--- src/rtl/coprosit_ex_arbiter.sv ---
// Round-robin arbiter sharing one coprosit execution stage between NumReq requesters,
// with an in-order ID FIFO that routes each result back to the requester that issued it.

package prau_pkg;
    typedef enum logic [3:0] {
        NONE = 4'd0,
        ADD  = 4'd1,
        SUB  = 4'd2,
        MUL  = 4'd3,
        DIV  = 4'd4,
        SQRT = 4'd5,
        CMP  = 4'd6
    } prau_op_e;
endpackage

module coprosit_ex_arbiter #(
    parameter int unsigned XLEN           = 64,
    parameter int unsigned NumReq         = 2,
    parameter int unsigned MaxOutstanding = 4,
    parameter type         tag_t          = logic
) (
    input  logic                                      clk_i,
    input  logic                                      rst_ni,
    input  logic               [NumReq-1:0]           req_valid_i,
    output logic               [NumReq-1:0]           req_ready_o,
    input  logic               [NumReq-1:0][XLEN-1:0] req_operand_a_i,
    input  logic               [NumReq-1:0][XLEN-1:0] req_operand_b_i,
    input  prau_pkg::prau_op_e [NumReq-1:0]           req_operator_i,
    input  tag_t               [NumReq-1:0]           req_tag_i,
    output logic               [XLEN-1:0]             ex_operand_a_o,
    output logic               [XLEN-1:0]             ex_operand_b_o,
    output prau_pkg::prau_op_e                        ex_operator_o,
    output tag_t                                      ex_tag_o,
    output logic                                      ex_in_valid_o,
    input  logic                                      ex_in_ready_i,
    input  logic                                      ex_out_valid_i,
    output logic                                      ex_out_ready_o,
    input  logic               [XLEN-1:0]             ex_result_i,
    input  tag_t                                      ex_tag_i,
    output logic               [NumReq-1:0]           rsp_valid_o,
    input  logic               [NumReq-1:0]           rsp_ready_i,
    output logic               [XLEN-1:0]             rsp_result_o,
    output tag_t                                      rsp_tag_o,
    output logic                                      unexpected_rsp_o,
    output logic [$clog2(MaxOutstanding+1)-1:0]       outstanding_o
);

    localparam int unsigned IdW  = (NumReq > 1) ? $clog2(NumReq) : 1;
    localparam int unsigned PtrW = $clog2(MaxOutstanding);
    localparam int unsigned CntW = $clog2(MaxOutstanding + 1);

    typedef logic [IdW-1:0]  id_t;
    typedef logic [PtrW-1:0] ptr_t;
    typedef logic [CntW-1:0] cnt_t;

    id_t  rr_ptr_q, rr_ptr_d;
    logic lock_q, lock_d;
    id_t  lock_id_q, lock_id_d;
    logic unexpected_q, unexpected_d;

    id_t  id_mem_q [MaxOutstanding];
    ptr_t wr_ptr_q, rd_ptr_q;
    cnt_t count_q, count_d;

    logic fifo_full, fifo_empty, issue_en;
    id_t  rr_win, winner, head;
    logic rr_found, has_winner;
    logic in_hs, push, pop;

    // Occupancy comes from registers only, so ready never feeds back into valid.
    assign fifo_full  = (count_q == cnt_t'(MaxOutstanding));
    assign fifo_empty = (count_q == '0);
    assign issue_en   = ~fifo_full;

    // Round-robin search upward from the pointer, wrapping modulo NumReq.
    always_comb begin
        int unsigned idx;
        id_t         cand;
        rr_win   = rr_ptr_q;
        rr_found = 1'b0;
        idx      = 0;
        cand     = '0;
        for (int unsigned k = 0; k < NumReq; k++) begin
            idx = 32'(rr_ptr_q) + k;
            if (idx >= NumReq) begin
                idx = idx - NumReq;
            end
            cand = id_t'(idx);
            if (!rr_found && req_valid_i[cand]) begin
                rr_found = 1'b1;
                rr_win   = cand;
            end
        end
    end

    assign winner     = lock_q ? lock_id_q : rr_win;
    assign has_winner = |req_valid_i;

    // Forward the winner's payload; idle payload is all-zero with operator NONE.
    always_comb begin
        ex_in_valid_o  = issue_en & has_winner;
        ex_operand_a_o = '0;
        ex_operand_b_o = '0;
        ex_operator_o  = prau_pkg::NONE;
        ex_tag_o       = '0;
        if (has_winner) begin
            ex_operand_a_o = req_operand_a_i[winner];
            ex_operand_b_o = req_operand_b_i[winner];
            ex_operator_o  = req_operator_i[winner];
            ex_tag_o       = req_tag_i[winner];
        end
    end

    assign in_hs = ex_in_valid_o & ex_in_ready_i;
    assign push  = in_hs;

    always_comb begin
        req_ready_o         = '0;
        req_ready_o[winner] = in_hs;
    end

    // Grant lock holds a stalled winner until the execution stage accepts it.
    always_comb begin
        lock_d    = lock_q;
        lock_id_d = lock_id_q;
        rr_ptr_d  = rr_ptr_q;
        if (in_hs) begin
            lock_d   = 1'b0;
            rr_ptr_d = (32'(winner) == NumReq - 1) ? '0 : winner + id_t'(1);
        end else if (ex_in_valid_o) begin
            lock_d    = 1'b1;
            lock_id_d = winner;
        end
    end

    // Response routing by FIFO head; with nothing outstanding the response is drained.
    always_comb begin
        head           = id_mem_q[rd_ptr_q];
        rsp_valid_o    = '0;
        ex_out_ready_o = 1'b1;
        if (!fifo_empty) begin
            rsp_valid_o[head] = ex_out_valid_i;
            ex_out_ready_o    = rsp_ready_i[head];
        end
    end

    assign pop          = ex_out_valid_i & ex_out_ready_o & ~fifo_empty;
    assign unexpected_d = ex_out_valid_i & fifo_empty;
    assign rsp_result_o = ex_result_i;
    assign rsp_tag_o    = ex_tag_i;

    always_comb begin
        count_d = count_q;
        case ({push, pop})
            2'b10:   count_d = count_q + cnt_t'(1);
            2'b01:   count_d = count_q - cnt_t'(1);
            default: count_d = count_q;
        endcase
    end

    always_ff @(posedge clk_i or negedge rst_ni) begin
        if (!rst_ni) begin
            rr_ptr_q     <= '0;
            lock_q       <= 1'b0;
            lock_id_q    <= '0;
            unexpected_q <= 1'b0;
            wr_ptr_q     <= '0;
            rd_ptr_q     <= '0;
            count_q      <= '0;
            for (int unsigned i = 0; i < MaxOutstanding; i++) begin
                id_mem_q[i] <= '0;
            end
        end else begin
            rr_ptr_q     <= rr_ptr_d;
            lock_q       <= lock_d;
            lock_id_q    <= lock_id_d;
            unexpected_q <= unexpected_d;
            count_q      <= count_d;
            if (push) begin
                id_mem_q[wr_ptr_q] <= winner;
                wr_ptr_q           <= wr_ptr_q + ptr_t'(1);
            end
            if (pop) begin
                rd_ptr_q <= rd_ptr_q + ptr_t'(1);
            end
        end
    end

    assign outstanding_o    = count_q;
    assign unexpected_rsp_o = unexpected_q;

endmodule

--- config.mk ---
export PLATFORM = sky130hd
export DESIGN_NAME = coprosit_ex_arbiter
export DESIGN_NICKNAME = d
export VERILOG_FILES = /design/src/rtl/coprosit_ex_arbiter.sv
export SDC_FILE = /design/constraint.sdc
export NUM_CORES = 1
export LEC_CHECK = 0
export BUFFER_PORTS_ARGS = -buffer_cell sky130_fd_sc_hd__buf_2
export CAP_MARGIN = 5
export CORE_AREA = 2 2 216 218
export DETAILED_ROUTE_END_ITERATION = 16
export DIE_AREA = 0 0 218 220
export HOLD_SLACK_MARGIN = 0.03
export PLACE_DENSITY = 0.3
export SLEW_MARGIN = 20
export SYNTH_ARGS = -nofsm -noshare
export SYNTH_HDL_FRONTEND = slang
export SYNTH_SLANG_ARGS = --single-unit
--- constraint.sdc ---
create_clock -name clk_i -period 2.8 [get_ports clk_i]
set_input_delay 0.28 -clock clk_i [delete_from_list [all_inputs] [get_ports clk_i]]
set_output_delay 0.28 -clock clk_i [all_outputs]
set_load 0.02 [all_outputs]
==> results of run 1 <==
## layout make-up
| cell class | count | area (sq um) |
|---|---|---|
| flip-flops and latches | 15 | 375 |
| clock buffers | 3 | 75.1 |
| multi-input cells | 455 | 2740 |
| clock inverters | 1 | 5.00 |
| fillers | 5430 | 39600 |
| well taps | 607 | 759 |
| inverters | 9 | 33.8 |
| repair buffers | 430 | 2260 |
## sequential cells by signal (all words and copies together), names as in the netlist
register          flops
outstanding_o         3
lock_q                1
wr_ptr_q              2
unexpected_rsp_o      1
rr_ptr_q              1
id_mem_q              4
lock_id_q             1
rd_ptr_q              2
## worst register-to-register path, cell delays in order (launching register included)
cell	delay [ps]
dfrtp_1	410
mux2i_1	330
mux2i_1	180
mux2i_1	170
nor2_1	110
ha_1	190
inv_1	60
fa_1	370
xor2_1	150
nor2_1	110
xor2_1	150
## cells by family after synthesis
| group | Yosys count |
|---|---|
| simple gates | 286 |
| mux | 142 |
| buf+inv | 121 |
| compound gates | 16 |
| flops | 15 |
| fa+ha+maj | 6 |
| xor+xnor | 5 |
## layer usage
layer	share of wire [%]	wire, um
met3	8.8	1690
met2	53	10300
met5	0	0
met1	35	6690
met4	3.2	619
## power groups by stage
stage	Sequential, mW	Combinational [mW]	Clock, mW
6_report	0.412	3.88	0.284
5_1_grt	0.433	4.20	0.306
4_1_cts	0.413	3.94	0.294
3_5_place_dp	0.416	3.93	0
3_3_place_gp	0.415	3.96	0
2_1_floorplan	0.428	2.91	0
## worst min-delay path by stage
stage | startpoint | slack, ps | depth (start not counted) | to
3_5_place_dp | rst_ni | 220 | 1 | unexpected_rsp_o
3_3_place_gp | rst_ni | 220 | 1 | unexpected_rsp_o
6_report | ex_out_valid_i | 260 | 3 | unexpected_rsp_o
2_1_floorplan | rst_ni | -20 | 0 | id_mem_q[0]
4_1_cts | ex_out_valid_i | 250 | 3 | unexpected_rsp_o
5_1_grt | ex_out_valid_i | 280 | 3 | unexpected_rsp_o
## cell usage after synthesis (3+ instances only)
| cell | n | area share [%] |
|---|---|---|
| nand2_1 | 270 | 26 |
| mux2i_1 | 140 | 36 |
| buf_4 | 66 | 13 |
| clkbuf_1 | 23 | 2.2 |
| dfrtp_1 | 15 | 9.6 |
| buf_6 | 13 | 3.7 |
| nor2_1 | 11 | 1.1 |
| buf_2 | 8 | 1.0 |
| inv_1 | 8 | 0.77 |
| a21oi_1 | 6 | 0.77 |
| ha_1 | 5 | 1.6 |
| a31oi_1 | 4 | 0.64 |
| xor2_1 | 3 | 0.67 |
## timing repair
action,CTS,global route
setup buffers,0,0
endpoints found under the hold margin,15,0
hold buffers,1,0
==> impl_metrics.csv, run 1 <==
group,metric,value,unit
finish,area_delta_synth_final,59.4,%
drt,vias_per_cell,3.19,
critical_path,slowest_delay,370,ps
grt,grtUsageMet1,7.28,%
drt,drt_iter0_markers,136,
synth,synth_flop_cell,"dfrtp_1",
drt,drc_errors,0,
power,p_sw,2.50,mW
placement,dp_hpwl,16.4,mm
placement,dp.cells,1515,
critical_path,reg2reg_slack,480,ps
critical_path,cp_top_family,"buffers and inverters",
synth,syn_nets,936,
finish,instances_no_fill,1520,
synth,netlist_instances,591,
synth,synth-simple-area-share,27.7,%
finish,fin_util,13.6,%
timing,timing.final.ws_setup,473,ps
synth,yosys-mux-area-fraction,36.3,%
min_path,hp-class,"in -> reg",
power,p_comb_share,84.8,%
grt,grt_pass1_vias,4511,
finish,fin_area,6260,sq um
grt,grt_max_degree,116,
outcome,status,"complete, no violations",
critical_path,critPathMaxFanout,62,
placement,routabilityCongestion,0.769,
critical_path,critical_path.startpoint,"rr_ptr_q",
placement,numPortBuffers,416,
critical_path,critPathLaunchType,"register",
die,die-area,48000,sq um
finish,drive_above_1_share,48.1,%
synth,synth_top_family_by_area,"multiplexers",
timing,holdWs,256,ps
flow_run,drv_cap,0,
die,core,45900,sq um
critical_path,worst-path-buf-inv,2,
power,ir_worst_vdd,0.400,mV
drt,drt-pass1-iter-count,6,
finish,layout_common_cells,"416 x buf_2, 270 x nand2_1, 140 x mux2i_1",
grt,grt_pass1_wl,26.3,mm
die,io_pins,547,
die,rows,79,
critical_path,cp.required,2520,ps
cts,cts_tree,"done",
synth,syn_area,3920,sq um
grt,grt_util_met2,13.5,%
cts,h-tree-depth,1,
critical_path,reg2reg_from,"rd_ptr_q[1]",
placement,place_area,6170,sq um
drt,drtAntennaViolNets,0,
die,die_h,220,um
critical_path,crit_path_end_kind,"primary output",
synth,syn_avg_cell_area,6.64,sq um
power,power_frac_clock,6.2,%
synth,ys_seq_area_share,9.57,%
grt,track_usage,7.05,%
power,p_leak,3.99,nW
timing,worst_slew_pin_slew,550,ps
placement,place_ws,496,ps
cts,clk_latency,250,ps
critical_path,slowest_stage,"dfrtp_1",
drt,routed_wl,19.3,mm
finish,mostFrequentLayoutCell,"buf_2",
cts,cts.clk_slew.worst_paths,60,ps
critical_path,cp.arrival,2050,ps
die,initial_core_util,8.56,%
grt,grtUsageMet3,2.02,%
synth,synth_xor_area_share,1.12,%
grt,grt.overflow.total,0,
timing,finalMaxSlewViolations,0,
power,internal-power,2.08,mW
grt,antenna_found_initial,0,
timing,rsz0062_at_grt,"no",
synth,yosysWarnings,0,
critical_path,worstSetupPathType,"reg -> out",
synth,synth_compound_area_share,2.58,%
timing,tns,0,ps
cts,cts.sinks,15,
synth,ys_ff_latch,15,
power,pwr-share-seq,9.0,%
timing,finalClockSkew,11.2,ps
synth,synth_edf_count,0,
cts,numCtsBuffers,3,
timing,period_needed,2330,ps
cts,root_buffer,"clkbuf_16",
synth,synthAdderAreaFrac,2.10,%
critical_path,cp_num_cells,5,
critical_path,reg2reg_depth,10,
drt,vias,4845,
timing,finalSetupViolations,0,
power,p_per_area,731,nW/um^2
synth,synth.distinct_cells,27,
timing,timing.fmax,430,MHz
critical_path,endpoint,"ex_operand_a_o[43]",
timing,max_slew_margin,63.3,%
finish,nNetsFinal,1259,
finish,n_antenna_cell,0,
cts,cts_resized,0,
die,die_x,218,um
grt,gr-max-usage-layer,"met2",
timing,finalHoldViolCount,0,
power,swShare,54.6,%
drt,wl_per_cell,12.7,um
cts,clockBufferDepth,2,
critical_path,rr_endpoint,"outstanding_o[2]",
power,power,4.57,mW
timing,period_share,83.1,%
critical_path,crit_chain,"a21oi_1, o31a_2, buf_12, mux2i_1, buf_2",
synth,async_reset_ff_share,100,%
Note: power is estimated with default switching activity, not from simulation.
==> inputs of run 2 (changes only) <==
--- a/config.mk
+++ b/config.mk
@@ -5,11 +5,12 @@
 export SDC_FILE = /design/constraint.sdc
 export NUM_CORES = 1
 export LEC_CHECK = 0
+export ABC_AREA = 1
 export BUFFER_PORTS_ARGS = -buffer_cell sky130_fd_sc_hd__buf_2
 export CAP_MARGIN = 5
-export CORE_AREA = 2 2 216 218
+export CORE_AREA = 2 2 213 215
 export DETAILED_ROUTE_END_ITERATION = 16
-export DIE_AREA = 0 0 218 220
+export DIE_AREA = 0 0 215 217
 export HOLD_SLACK_MARGIN = 0.03
 export PLACE_DENSITY = 0.3
 export SLEW_MARGIN = 20
==> constraint.sdc (replaced) <==
create_clock -name clk_i -period 2.2 [get_ports clk_i]
set_input_delay 0.22 -clock clk_i [delete_from_list [all_inputs] [get_ports clk_i]]
set_output_delay 0.22 -clock clk_i [all_outputs]
set_load 0.02 [all_outputs]
==> run 2 against run 1 <==
Clock power up 28%. Clock skew down 4.5 ps. Non-clock buffer count up 10. Combinational power up 54%. First-iteration DRC count up 37%. Flip-flop and latch count unchanged. Cell count up 1.7%. Clock-buffer cell count unchanged. Largest cell class is now buffers. Largest power group unchanged.
==> impl_metrics.csv, run 2 <==
group,metric,value,unit
drt,routed_wl,21.2,mm
die,io_pins,547,
timing,finalMaxSlewViolations,0,
cts,clk_latency,250,ps
finish,fill_cells,5334,
finish,drive_above_1_share,48.0,%
grt,grtUsageMet1,8.34,%
grt,gr-max-usage-layer,"met2",
finish,layout_common_cells,"415 x buf_2, 272 x nor2_1, 132 x o21ai_0",
die,rows,78,
finish,top_register,"id_mem_q",
synth,syn_area,3280,sq um
cts,h-tree-depth,1,
cts,cts.clk_slew.worst_paths,60,ps
grt,grt_pass1_wl,28.3,mm
timing,finalClockSkew,6.69,ps
grt,grtUsageMet3,3.27,%
power,power,6.83,mW
critical_path,cp.arrival,1910,ps
synth,synth_edf_count,0,
timing,period_share,97.0,%
synth,netlist_instances,608,
timing,finalSetupViolations,0,
cts,numCtsBuffers,3,
timing,holdWs,228,ps
power,p_per_area,1180,nW/um^2
critical_path,crit_path_end_kind,"primary output",
critical_path,worst-path-buf-inv,2,
timing,max_slew_margin,74.0,%
drt,drt-pass1-iter-count,4,
critical_path,slowest_stage,"dfrtp_1",
cts,root_buffer,"clkbuf_16",
critical_path,critPathMaxFanout,43,
drt,drc_errors,0,
synth,ys_seq_area_share,11.5,%
synth,synth_top_area_share,31.3,%
grt,track_usage,7.81,%
critical_path,worstSetupPathType,"reg -> out",
die,core,44700,sq um
synth,yosysMostFrequentCell,"nor2_1",
cts,cts_tree,"done",
placement,dp_hpwl,17.0,mm
synth,ys_ff_latch,15,
critical_path,cp.required,1980,ps
outcome,status,"complete, no violations",
timing,worst_slew_pin_slew,390,ps
grt,grt_pass1_vias,4700,
synth,synth.distinct_cells,22,
drt,drtAntennaViolNets,0,
finish,nNetsFinal,1290,
placement,routabilityCongestion,0.805,
die,die-area,46700,sq um
drt,vias_per_cell,3.25,
grt,grt.overflow.total,0,
finish,area_delta_synth_final,75.8,%
drt,wl_per_cell,13.7,um
synth,async_reset_ff_share,100,%
synth,syn_nets,953,
synth,synth_flop_cell,"dfrtp_1",
grt,grt_util_met2,14.1,%
timing,finalHoldViolCount,0,
synth,synthTopCellsByArea,"nor2_1 31%, o21ai_0 20%, buf_4 16%",
power,ir_worst_vdd,0.469,mV
die,die_x,215,um
synth,syn_avg_cell_area,5.39,sq um
critical_path,critPathLaunchType,"register",
critical_path,slowest_delay,390,ps
finish,mostFrequentLayoutCell,"buf_2",
flow_run,drv_cap,0,
power,p_leak,3.08,nW
die,die_h,217,um
cts,clockBufferDepth,2,
grt,grt_max_degree,83,
cts,cts.sinks,15,
die,initial_core_util,7.33,%
timing,timing.fmax,469,MHz
synth,synthTopCellsByCount,"273 x nor2_1, 133 x o21ai_0, 71 x buf_4",
critical_path,cp_top_family,"simple AND/OR/NAND/NOR gates",
synth,yosysWarnings,0,
min_path,hp-class,"in -> reg",
finish,largest_register_ffs,4,
synth,yosys.area.top_type,"nor2_1",
finish,instances_no_fill,1546,
drt,drt_iter0_markers,186,
critical_path,crit_chain,"a21oi_1, nand2_1, nand2_4, buf_12, o21ai_0, nor2_1, buf_2",
placement,numPortBuffers,416,
finish,fin_util,12.9,%
grt,antenna_found_initial,5,
drt,vias,5031,
placement,dp.cells,1537,
timing,period_needed,2130,ps
run 2: kinds of logic after synthesis:
logic type / Yosys count / share of synthesized area (%)
buffers and inverters: 126 / 25.7
flip-flops: 15 / 11.5
XOR/XNOR: 4 / 1.07
AND/OR/NAND/NOR: 309 / 36.1
AO/OA/AOI/OAI: 148 / 23.2
adder cells (fa/ha/maj): 6 / 2.52
run 2: area by class of cell:
class                      count  area, sq um  area share, %
timing repair buffer         440         2400           41.6
multi-input combinational    467         2080           36.0
tap                          600          751           13.0
sequential                    15          375           6.51
inverter                      18         76.3           1.32
clock buffer                   3         75.1           1.30
clock inverter                 1         5.00         0.0868
antenna                        2         5.00         0.0868
run 2: worst paths after layout:
check | start | endpoint | slack, ps | depth (start not counted)
setup / recovery | lock_q | ex_operand_b_o[51] | 70 | 7
hold / removal | ex_out_valid_i | unexpected_rsp_o | 230 | 3
setup reg to reg | rd_ptr_q[0] | outstanding_o[2] | 230 | 14
hold reg to reg | lock_id_q | lock_id_q | 490 | 2
max in group asynchronous | rst_ni | lock_id_q | 1500 | 2
min in group asynchronous | rst_ni | rd_ptr_q[1] | 420 | 2
run 2: through the flow:
stage,setup slack (ps),area [sq um],TNS [ps]
2_1_floorplan,162,3280,0
3_3_place_gp,109,5570,0
3_5_place_dp,157,5570,0
4_1_cts,46.0,5660,0
5_1_grt,-3.44,5760,-3.44
6_report,65.9,5760,0
run 2: worst reg2reg max path, delay by kind of cell (launching register included):
| family | cells | cell delay, ps |
|---|---|---|
| compound gates | 2 | 230 |
| fa+ha+maj | 2 | 460 |
| xor+xnor | 1 | 140 |
| simple gates | 6 | 450 |
| flops | 1 | 380 |
| buf+inv | 3 | 210 |
run 2: metal layers:
| metal | wire length (um) | vias to the layer above |
|---|---|---|
| li1 | - | 2543 |
| met1 | 7920 | 2153 |
| met2 | 10300 | 301 |
| met3 | 2300 | 26 |
| met4 | 603 | 8 |
| met5 | 68 | - |
run 2: timing repair:
item | 4_1_cts | 5_1_grt
endpoints found under the setup margin | 0 | 18
hold endpoints to repair | 15 | 0
buffers inserted | 0 | 1
gates resized for setup | 0 | 13
hold buffers | 1 | 0
run 2: where the power goes:
part           switching, mW  leakage, nW  internal, mW
Sequential            0.0968        0.183         0.406
Clock                  0.120       0.0409         0.243
Combinational           3.96         2.85          2.00
Total                   4.17         3.08          2.65
